===== src/rtl/pulse_pkg.sv =====
// Shared definitions for the pulse generator / pulse width meter pair:
// one-hot meter state encodings and the default counter width.
package pulse_pkg;

  localparam int PW_W = 16;

  typedef enum logic [2:0] {
    ST_WAIT_LOW = 3'b001,
    ST_IDLE     = 3'b010,
    ST_MEASURE  = 3'b100
  } pw_state_e;

endpackage


===== src/rtl/pulse_sync2.sv =====
// Two-flop synchronizer for a single asynchronous level; both flops clear to 0.
module pulse_sync2 (
  input  logic clk,
  input  logic rst_n,
  input  logic i_d,
  output logic o_q
);

  logic r_meta;
  logic r_sync;

  always_ff @(posedge clk or negedge rst_n) begin
    if (!rst_n) begin
      r_meta <= 1'b0;
      r_sync <= 1'b0;
    end else begin
      r_meta <= i_d;
      r_sync <= r_meta;
    end
  end

  assign o_q = r_sync;

endmodule


===== src/rtl/pulse_width_meter.sv =====
// Measures the high time of pulse_in in clk cycles and reports each completed width.
// Define PULSE_SYNC_EN to pass pulse_in through a 2-flop synchronizer (+2 cycles latency).
module pulse_width_meter
  import pulse_pkg::*;
#(
  parameter int W         = PW_W,
  parameter int MIN_WIDTH = 1
) (
  input  logic         clk,
  input  logic         rst_n,
  input  logic         enable,
  input  logic         pulse_in,
  input  logic [W-1:0] expected_width,
  output logic [W-1:0] width_out,
  output logic         width_valid,
  output logic         match,
  output logic         overflow,
  output logic         runt,
  output logic         busy
);

  localparam logic [W-1:0] CNT_MAX = '1;
  localparam logic [W-1:0] MIN_CNT = W'(MIN_WIDTH);

  pw_state_e    r_state;
  pw_state_e    w_state_nxt;
  logic [W-1:0] r_cnt;
  logic [W-1:0] w_cnt_nxt;
  logic         r_ovf;
  logic         w_ovf_nxt;
  logic         w_report;
  logic         w_runt;
  logic         w_pulse_s;

`ifdef PULSE_SYNC_EN
  pulse_sync2 u_sync (
    .clk   (clk),
    .rst_n (rst_n),
    .i_d   (pulse_in),
    .o_q   (w_pulse_s)
  );
`else
  assign w_pulse_s = pulse_in;
`endif

  // WAIT_LOW holds off until the line is seen low, so a pulse already in
  // progress at reset release or enable rise is never measured.
  always_comb begin
    w_state_nxt = r_state;
    w_cnt_nxt   = r_cnt;
    w_ovf_nxt   = r_ovf;
    w_report    = 1'b0;
    w_runt      = 1'b0;
    unique case (r_state)
      ST_WAIT_LOW: begin
        if (enable && !w_pulse_s) w_state_nxt = ST_IDLE;
      end
      ST_IDLE: begin
        if (!enable) begin
          w_state_nxt = ST_WAIT_LOW;
        end else if (w_pulse_s) begin
          w_state_nxt = ST_MEASURE;
          w_cnt_nxt   = W'(1);
        end
      end
      ST_MEASURE: begin
        if (!enable) begin
          w_state_nxt = ST_WAIT_LOW;
          w_cnt_nxt   = '0;
          w_ovf_nxt   = 1'b0;
        end else if (w_pulse_s) begin
          if (r_cnt == CNT_MAX) w_ovf_nxt = 1'b1;
          else                  w_cnt_nxt = r_cnt + 1'b1;
        end else begin
          w_state_nxt = ST_IDLE;
          w_cnt_nxt   = '0;
          w_ovf_nxt   = 1'b0;
          if (r_cnt >= MIN_CNT) w_report = 1'b1;
          else                  w_runt   = 1'b1;
        end
      end
      default: begin
        w_state_nxt = ST_WAIT_LOW;
        w_cnt_nxt   = '0;
        w_ovf_nxt   = 1'b0;
      end
    endcase
  end

  always_ff @(posedge clk or negedge rst_n) begin
    if (!rst_n) begin
      r_state     <= ST_WAIT_LOW;
      r_cnt       <= '0;
      r_ovf       <= 1'b0;
      width_out   <= '0;
      width_valid <= 1'b0;
      match       <= 1'b0;
      overflow    <= 1'b0;
      runt        <= 1'b0;
    end else begin
      r_state     <= w_state_nxt;
      r_cnt       <= w_cnt_nxt;
      r_ovf       <= w_ovf_nxt;
      width_valid <= w_report;
      runt        <= w_runt;
      // Result fields only move on a real report; runts leave them untouched.
      if (w_report) begin
        width_out <= r_cnt;
        match     <= (r_cnt == expected_width);
        overflow  <= r_ovf;
      end
    end
  end

  assign busy = (r_state == ST_MEASURE);

endmodule


===== config.mk =====
export PLATFORM = sky130hd
export DESIGN_NAME = pulse_width_meter
export DESIGN_NICKNAME = d
export VERILOG_FILES = /design/src/rtl/pulse_pkg.sv /design/src/rtl/pulse_sync2.sv /design/src/rtl/pulse_width_meter.sv
export SDC_FILE = /design/constraint.sdc
export NUM_CORES = 1
export LEC_CHECK = 0
export ABC_AREA = 1
export CORE_MARGIN = 2
export CORE_UTILIZATION = 50
export CTS_CLUSTER_DIAMETER = 150
export DETAILED_ROUTE_END_ITERATION = 8
export GPL_TIMING_DRIVEN = 0
export PLACE_DENSITY = 0.76
export SETUP_SLACK_MARGIN = 0.05
export SYNTH_ARGS = -nofsm -noshare
export SYNTH_HDL_FRONTEND = slang
export SYNTH_SLANG_ARGS = --single-unit

===== constraint.sdc =====
create_clock -name clk -period 1.6 [get_ports clk]
set_input_delay 0.24 -clock clk [delete_from_list [all_inputs] [get_ports clk]]
set_output_delay 0.24 -clock clk [all_outputs]
set_load 0.005 [all_outputs]

==> results_dict.tcl, run 1 <==
set metrics [dict create \
    outcome "finished, violations left" \
    violations "setup timing" \
    syn_avg_cell_area_um2 7.679 \
    critPathKind "flip-flop to flip-flop" \
    synth_edf_count 0 \
    fillCellCount 342 \
    remaining_drc_errors 0 \
    fmax_ghz 0.6116 \
    vias 2361 \
    dp.cells 395 \
    ant_nets 0 \
    combPwrFrac_pct 23.4 \
    wl_per_cell_um 16.09 \
    synth_top_family_by_area "simple AND/OR/NAND/NOR gates" \
    cts_tree "yes" \
    synth-seq-area-share_pct 42.79 \
    endpoint_kind "flip-flop" \
    die_x_um 72.45 \
    async_flop_share_pct 100.0 \
    dr_wl_met2_um 3409 \
    worstSkewPairLatency_ps 310 \
    hold_viol 0 \
    cts_sinks 40 \
    synth_flop_cell "dfrtp_1" \
    arrival_ps 1890 \
    drive_above_1_share_pct 27.47 \
    routed_wl_um 6872 \
    grt_overflow 0 \
    clk_pin_slew_ps 80 \
    synth_mux_area_share_pct 0 \
    seqPwrFrac_pct 42.6 \
    area_growth_pct 39.53 \
    gpl.final_weighted_congestion 0.8896 \
    io_pins 41 \
    first_iter_violations 186 \
    synthAdderAreaFrac_pct 1.603 \
    cts_root_buf "clkbuf_8" \
    io_buffers 38 \
    netlist_area_um2 2342 \
    antenna_found_initial 0 \
    grt_use_total_pct 25.22 \
    synth-seq-cells 40 \
    synth.distinct_cells 27 \
    hp-class "primary input to asynchronous set/reset pin" \
    ir_worst_vdd_v 0.0006844 \
    wl_met3_um 421 \
    initial_core_util_pct 52.70 \
    grt_pass1_vias 2158 \
    fin_nets 397 \
    synth-simple-area-share_pct 33.39 \
    setup_tns_ps -46.08 \
    tightestPinTransition_ps 905.5 \
    fin_crit_sh_pct 102.2 \
    cts_buffer_depth 2 \
    pwr-share-clk_pct 34.1 \
    p_leak_nw 1.572 \
    cell_internal_pwr_mw 1.738 \
    top_layer_used "met4" \
    synth_compound_area_share_pct 6.464 \
    dp_hpwl_um 4089 \
    slew_headroom_pct 39.64 \
    synth_xor_xnor_area_share_pct 7.105 \
    finalPower_mw 2.515 \
    grt_start_max_net_pins 41 \
    cts_buffers 5 \
    ys_warn_count 0 \
    worst-path-max-fanout 4 \
    fp.dieH_um 72.45 \
    swShare_pct 30.88 \
    finalSetupViolations 2 \
    avgViaCountPerCell 5.529 \
    wl_met1_um 2855 \
    whs_ps 55.68 \
    setup_ws_ps -35.10 \
    required_ps 1850 \
    fin_skew_ps 7.713 \
    power_density_nw_per_um2 769.5 \
    r2r_setup_slack_ps -40 \
    slew_violations 0 \
    utilization_pct 73.54 \
    switchingPower_mw 0.7765 \
    htree_levels 2 \
    maxCapViolCount 0 \
    grt_pass1_wl_um 10030 \
    drt_first_pass_iters 4 \
    min_period_ps 1635 \
    syn_nets 328 \
    diodes 0 \
    dieArea_um2 5248 \
    grt_setup_unrepaired "true" \
    syn_inst 305 \
    stdcell_count 427 \
    core_area_um2 4444 \
    rows 24 \
    startpoint_type "flip-flop" \
]
## registers in the layout (all words and copies together), names as in the netlist
register     flops
r_state          3
r_ovf            1
overflow         1
width_out       16
match            1
width_valid      1
runt             1
r_cnt           16
## power by group through the flow
stage                     sequential (mW)  clock [mW]  combinational (mW)
after floorplan                      1.08           0               0.276
after global placement               1.08           0               0.413
after CTS                            1.07       0.854               0.502
final                                1.07       0.857               0.588
after detailed placement             1.08           0               0.417
after global routing                 1.07       0.898               0.627
## through the flow
stage	setup slack (ps)	instance area [um2]
floorplan	131.1	2342
global placement	-700.2	2788
detailed placement	-118.9	2783
CTS	36.90	3048
global route	-79.81	3268
finish	-35.10	3268
## critical path: stages (launching register included)
cell and delay (ps):
dfrtp_2 450, buf_4 150, nand2_1 80, nor2_4 190
nand2_2 120, nor2_4 180, buf_4 140, xor2_1 140
nand2_1 70, nand2_1 60
## synthesized netlist by cell type, types with 2 or more instances
library cell	number	area [um2]
buf_2	3	15.01
nor2_2	4	25.02
nor2_4	5	56.30
nor3_1	2	10.01
nand3_1	23	115.1
o21ai_1	20	100.1
dfrtp_1	39	975.9
o21ai_0	3	15.01
nor2_1	24	90.09
nand2_1	93	349.1
nand2_2	6	37.54
inv_2	4	15.01
nand3_2	3	30.03
buf_4	3	22.52
ha_1	3	37.54
inv_1	31	116.4
xor2_1	13	113.9
xnor2_1	6	52.55
nand4_1	10	62.56
buf_6	3	33.78
## cell families after synthesis
logic type      Yosys count
simple gates            171
flops                    40
fa+ha+maj                 3
compound gates           28
buf+inv                  44
xor+xnor                 19
## placed cells by master, fill, tap and decap left out, types with 2 or more instances in the layout
master           netlist  final
buf_2                  3      4
buf_4                  3     22
buf_6                  3      6
clkbuf_8               0      5
clkdlybuf4s50_1        0     36
dfrtp_1               39     36
dfrtp_2                0      3
ha_4                   0      2
inv_1                 31     27
inv_2                  4      6
inv_4                  0      2
nand2_1               93     78
nand2_2                6     18
nand2_4                0      4
nand3_1               23     19
nand3_2                3      5
nand3_4                0      2
nand4_1               10     10
nor2_1                24     20
nor2_2                 4      3
nor2_4                 5     10
o21ai_0                3      2
o21ai_1               20     18
o21ai_2                1      4
xnor2_1                6      6
xor2_1                13     13
## worst paths after layout
path / cells after the start / endpoint / start
max: 9 / r_cnt[11] / r_cnt[1]
min: 1 / width_valid / rst_n
max reg2reg: 9 / r_cnt[11] / r_cnt[1]
min reg2reg: 2 / width_out[14] / width_out[14]
max in group asynchronous: 1 / r_cnt[0] / rst_n
min in group clk: 2 / r_state[1] / pulse_in
## metal layers
metal / global-route usage [%] / vias up
met4: 11.11 / 0
li1: - / 1108
met5: 0 / -
met3: 5.278 / 16
met1: 32.38 / 1141
met2: 41.18 / 96
## what timing repair did
item	in CTS	in global routing
hold buffers	0	0
hold endpoints to repair	0	0
gates resized for setup	22	39
setup buffers	8	12
gates cloned	4	0
endpoints found under the setup margin	35	35
pin swaps	7	24
## cell type report
cell class	instances	area (um2)	share of cell area (%)
plain buffers	9	78.83	2.412
multi-input cells	222	1313	40.16
clock buffers	5	68.82	2.106
repair buffers	61	558.0	17.08
flip-flops and latches	40	1006	30.78
well taps	52	65.06	1.991
inverters	35	136.4	4.173
clock inverters	3	42.54	1.302
No activity file was read; power rests on OpenSTA's default activity.
==> run 2, diff against run 1 <==
- ABC_CLOCK_PERIOD_IN_PS: unset -> 1600
- GPL_TIMING_DRIVEN: 0 -> unset
==> run 2 against run 1 <==
  * The run ends with hold timing, setup timing left
  * Clock-buffer cell count increased by 1
  * Sequential share of layout area decreased by 0.31 points
  * Largest cell class unchanged
  * Clock skew decreased by 3.9 ps
  * Register-to-register slack hardly changed
  * Setup slack better by 2.0 ps
  * Non-clock buffer count rose by 9
  * Critical path depth unchanged
  * First-iteration DRC count fell by 25%
  * Die area did not move
  * Largest power group unchanged
  * Total power shrank 3.1%
  * Utilization rose by 0.76 points
==> results_dict.tcl, run 2 (synthesized netlist as in run 1, its figures left out) <==
set metrics [dict create \
    critPathLaunch "r_cnt[1]" \
    grt_overflow 0 \
    r2r_setup_slack_ps -30 \
    mostFrequentLayoutCells "nand2_1, clkdlybuf4s50_1, dfrtp_1" \
    required_ps 1800 \
    p_leak_nw 1.617 \
    grt_setup_unrepaired "true" \
    finalSetupViolations 3 \
    area_growth_pct 40.97 \
    critPathKind "flip-flop to flip-flop" \
    ir_worst_vdd_v 0.0006107 \
    worst-path-max-fanout 4 \
    endpoint_kind "flip-flop" \
    antenna_found_initial 0 \
    grt_use_total_pct 25.54 \
    remaining_drc_errors 0 \
    io_buffers 40 \
    crit_end "r_cnt[9]" \
    diodes 0 \
    hp-class "primary input to asynchronous set/reset pin" \
    r2r_start "r_cnt[1]" \
    whs_ps -15.85 \
    routed_wl_um 6348 \
    fin_skew_ps 3.800 \
    cts_root_buf "clkbuf_8" \
    startpoint_type "flip-flop" \
    grt_pass1_vias 2198 \
    dpl_cell_area_um2 2954 \
    grt_start_max_net_pins 41 \
    reg.largest.list "r_cnt: 16 flops, width_out: 16 flops, r_state: 3 flops" \
    grt_pass1_wl_um 10350 \
    ant_nets 0 \
    cts_tree "yes" \
    rows 24 \
    fin_nets 405 \
    dieArea_um2 5248 \
    fillCellCount 344 \
    arrival_ps 1840 \
    die_x_um 72.45 \
    clk_pin_slew_ps 80 \
    fin_area_um2 3302 \
    initial_core_util_pct 52.70 \
    setup_ws_ps -33.05 \
    io_pins 41 \
    fmax_ghz 0.6124 \
    seq_area_um2 1006 \
    vias 2335 \
    slew_violations 0 \
    fin_crit_sh_pct 102.1 \
    wl_per_cell_um 14.59 \
    cts_buffer_depth 2 \
    core_area_um2 4444 \
    min_period_ps 1633 \
    htree_levels 2 \
    mostFrequentLayoutCell "nand2_1" \
    r2r-end "r_cnt[9]" \
    maxCapViolCount 0 \
    tightestPinTransition_ps 510.0 \
    drive_above_1_share_pct 24.80 \
    cts_sinks 40 \
    outcome "finished, violations left" \
    worstSkewPairLatency_ps 300 \
    power_density_nw_per_um2 738.3 \
    ff2ff_path_depth 9 \
    violations "hold timing, setup timing" \
    first_iter_violations 140 \
    drt_first_pass_iters 4 \
    dp_hpwl_um 4351 \
    gpl.final_weighted_congestion 0.9573 \
    avgViaCountPerCell 5.368 \
    hold_viol 25 \
    fp.dieH_um 72.45 \
    cts_buffers 5 \
    multi_input_area_um2 1249 \
    slew_headroom_pct 66.00 \
]
[run 2: changes by cell type in the layout (fill, tap and decap cells not counted), moves of 3 or more]
cell,before,now
nand3_2,5,8
buf_2,4,1
nand2_2,18,9
buf_4,22,29
nand2_1,78,86
[run 2: worst min-delay path by stage]
stage / start / cells after the start / end / slack [ps]
floorplan: rst_n / 0 / match / -60
global placement: rst_n / 2 / overflow / 330
detailed placement: rst_n / 2 / match / 330
CTS: rst_n / 2 / r_cnt[4] / 10
global route: rst_n / 2 / match / 40
finish: rst_n / 2 / match / -20
[run 2: per-stage QoR]
| stage | instances | power [mW] | TNS [ps] | util (%) | worst slack (ps) |
|---|---|---|---|---|---|
| after CTS | 434 | 2.381 | 0 | 71.73 | 13.63 |
| after global routing | 435 | 2.541 | -1799 | 74.30 | -123.6 |
| after floorplan | 305 | 1.355 | 0 | - | 131.1 |
| final | 435 | 2.438 | -56.44 | 74.30 | -33.05 |
| after global placement | 416 | 1.595 | -293.5 | 66.47 | -44.43 |
| after detailed placement | 416 | 1.603 | -968.0 | 66.47 | -140.3 |
[run 2: what timing repair did]
action / in CTS / in global routing
resized for setup: 13 / 27
gates cloned: 1 / 0
hold buffers: 0 / 0
pin swaps: 8 / 24
setup endpoints to repair: 27 / 36
buffers inserted: 9 / 2
[run 2: report_power, final]
| group | internal [mW] | switching, mW |
|---|---|---|
| Sequential | 1.04 | 0.0210 |
| Combinational | 0.314 | 0.342 |
| Clock | 0.344 | 0.374 |
[run 2: final cells by class]
class	instances	area share (%)
Timing Repair Buffer	79	22.96
Multi-Input combinational cell	221	37.82
Inverter	35	3.979
Clock buffer	6	2.501
Clock inverter	2	0.3031
Tap cell	52	1.970
Sequential cell	40	30.47
[run 2: routing by layer]
metal / GRT usage, % / vias to the layer above / routed length [um]
met5: 0 / - / 0
met4: 7.407 / 0 / 111
met3: 5.972 / 13 / 420
met2: 41.69 / 89 / 3060
met1: 34.07 / 1119 / 2756
li1: - / 1114 / -
[run 2: worst max-delay path, stage by stage (launching register included)]
cell     delay (ps)
dfrtp_1         370
buf_4           140
buf_4           110
nand2_1         110
nor2_4          170
nand3_1         140
o21ai_0         270
nand3_2         120
nand2_2          90
inv_2            30
==> run 3, diff against run 2 <==
- SETUP_SLACK_MARGIN: 0.05 -> unset
==> run 3 against run 2 <==
  * The flow finishes with violations (hold timing)
  * Setup slack gained 62 ps
  * Sequential power barely moved
  * Clock-buffer cell count unchanged
  * Critical path depth rose by 1
  * Final cell count fell by 0.23%
  * Die area stayed put
  * Wire length fell by 2.0%
  * First-iteration DRC count shrank 6.4%
  * Via count fell by 2.2%
  * Register-to-register slack better by 60 ps
  * Final area down 0.80%
==> results_dict.tcl, run 3 (synthesized netlist as in run 1, its figures left out) <==
set metrics [dict create \
    violations "hold timing" \
    crit_slowest_cell "dfrtp_2" \
    io_buffers 40 \
    ant_nets 0 \
    cts_buffer_depth 2 \
    whs_ps -11.68 \
    worstSkewPairLatency_ps 300 \
    die_x_um 72.45 \
    fin_skew_ps 7.071 \
    ir_worst_vdd_v 0.0006057 \
    worstPathCellList "ha_4 -> nand2_4 -> nor2_4 -> nand3_2 -> nor2_4 -> nand2_4 -> nand2_4 -> buf_6 -> nand2_1 -> nand2_1" \
    critPathKind "flip-flop to flip-flop" \
    initial_core_util_pct 52.70 \
    diodes 0 \
    cts_root_buf "clkbuf_8" \
    clk_pin_slew_ps 80 \
    power_density_nw_per_um2 737.3 \
    grt_overflow 0 \
    fmax_ghz 0.6367 \
    wl_per_cell_um 14.34 \
    fillCellCount 350 \
    dpl_cell_area_um2 2954 \
    tightestPinTransition_ps 506.2 \
    antenna_found_initial 0 \
    mostFrequentLayoutCell "nand2_1" \
    ff2ff_path_depth 10 \
    critPathLaunch "r_cnt[0]" \
    slew_violations 0 \
    rows 24 \
    grt_pass1_vias 2106 \
    grt_setup_unrepaired "true" \
    crit_top_cell "nand2_4" \
    core_area_um2 4444 \
    r2r_start "r_cnt[0]" \
    mostFrequentLayoutCells "nand2_1, clkdlybuf4s50_1, dfrtp_1" \
    drt_first_pass_iters 5 \
    grt_use_total_pct 24.31 \
    fin_area_um2 3276 \
    utilization_pct 73.71 \
    routed_wl_um 6222 \
    min_period_ps 1571 \
    finalSetupViolations 0 \
    grt_start_max_net_pins 41 \
    hold_viol 12 \
    cts_sinks 40 \
    htree_levels 2 \
    endpoint_kind "flip-flop" \
    avgViaCountPerCell 5.263 \
    p_leak_nw 1.597 \
    r2r-end "r_cnt[3]" \
    cts_buffers 5 \
    fin_crit_sh_pct 98.16 \
    remaining_drc_errors 0 \
    r2r_setup_slack_ps 30 \
    grt_pass1_wl_um 9894 \
    drive_above_1_share_pct 25.13 \
    fin_nets 404 \
    worst-path-max-fanout 6 \
    dieArea_um2 5248 \
    cts_tree "yes" \
    startpoint_type "flip-flop" \
    fp.dieH_um 72.45 \
    first_iter_violations 131 \
    required_ps 1840 \
    arrival_ps 1810 \
    outcome "finished, violations left" \
    vias 2284 \
    io_pins 41 \
    slowest_delay_ps 440 \
    area_growth_pct 39.85 \
    hp-class "primary input to asynchronous set/reset pin" \
    gpl.final_weighted_congestion 0.9573 \
    slew_headroom_pct 66.25 \
    dp_hpwl_um 4351 \
    maxCapViolCount 0 \
    reg.largest.list "r_cnt: 16 flops, width_out: 16 flops, r_state: 3 flops" \
]
run 3: changes by cell type in the layout (fill, tap and decap cells not counted), sizes merged:
cell	change
clkbuf	+1
buf	-2
run 3: what timing repair did:
action                     CTS  global route
hold buffers                 0             0
buffers inserted             3             6
setup endpoints to repair   12            33
pin swaps                    2            25
resized for setup            8            32
gates cloned                 0             1
run 3: stage by stage:
stage                     power, mW  setup TNS (ps)  std cells  hold WS, ps  worst slack [ps]
final                         2.415               0        434       -11.68             29.42
after global routing          2.529           -1011        434        41.77            -68.33
after floorplan               1.355               0        305       -55.59             131.1
after global placement        1.595          -293.5        416        328.5            -44.43
after CTS                     2.345               0        427        13.21            0.9732
after detailed placement      1.603          -968.0        416        333.6            -140.3
run 3: power breakdown:
group,switching [mW],internal [mW],total [mW]
Clock,0.377,0.345,0.722
Sequential,0.0240,1.04,1.07
Combinational,0.328,0.300,0.627
Total,0.729,1.69,2.42
run 3: worst max path at each step:
stage | endpoint | slack [ps] | cells after the start
CTS | width_out[14] | 1 | 10
floorplan | r_cnt[8] | 130 | 10
detailed placement | r_cnt[3] | -140 | 9
finish | r_cnt[3] | 30 | 10
global placement | r_cnt[12] | -40 | 9
global route | r_cnt[3] | -70 | 10
run 3: final cells by class:
class	count	area (um2)	area share, %
Tap cell	52	65.06	1.986
Timing Repair Buffer	78	728.2	22.23
Inverter	35	131.4	4.011
Clock buffer	6	82.58	2.521
Clock inverter	2	10.01	0.3056
Multi-Input combinational cell	221	1249	38.12
Sequential cell	40	1010	30.83
run 3: critical path, delay by kind of cell, from the launching register on:
family | cells | cell delay, ps
adders and majority gates | 1 | 200
buffers and inverters | 1 | 130
DFF | 1 | 440
and+or+nand+nor | 8 | 730
run 3: metal layers:
layer	routed length, um	GRT usage [%]	up-vias
met2	3040	38.43	71
met5	0	0	-
li1	-	-	1115
met4	83	6.173	0
met3	336	5.694	8
met1	2762	33.90	1090
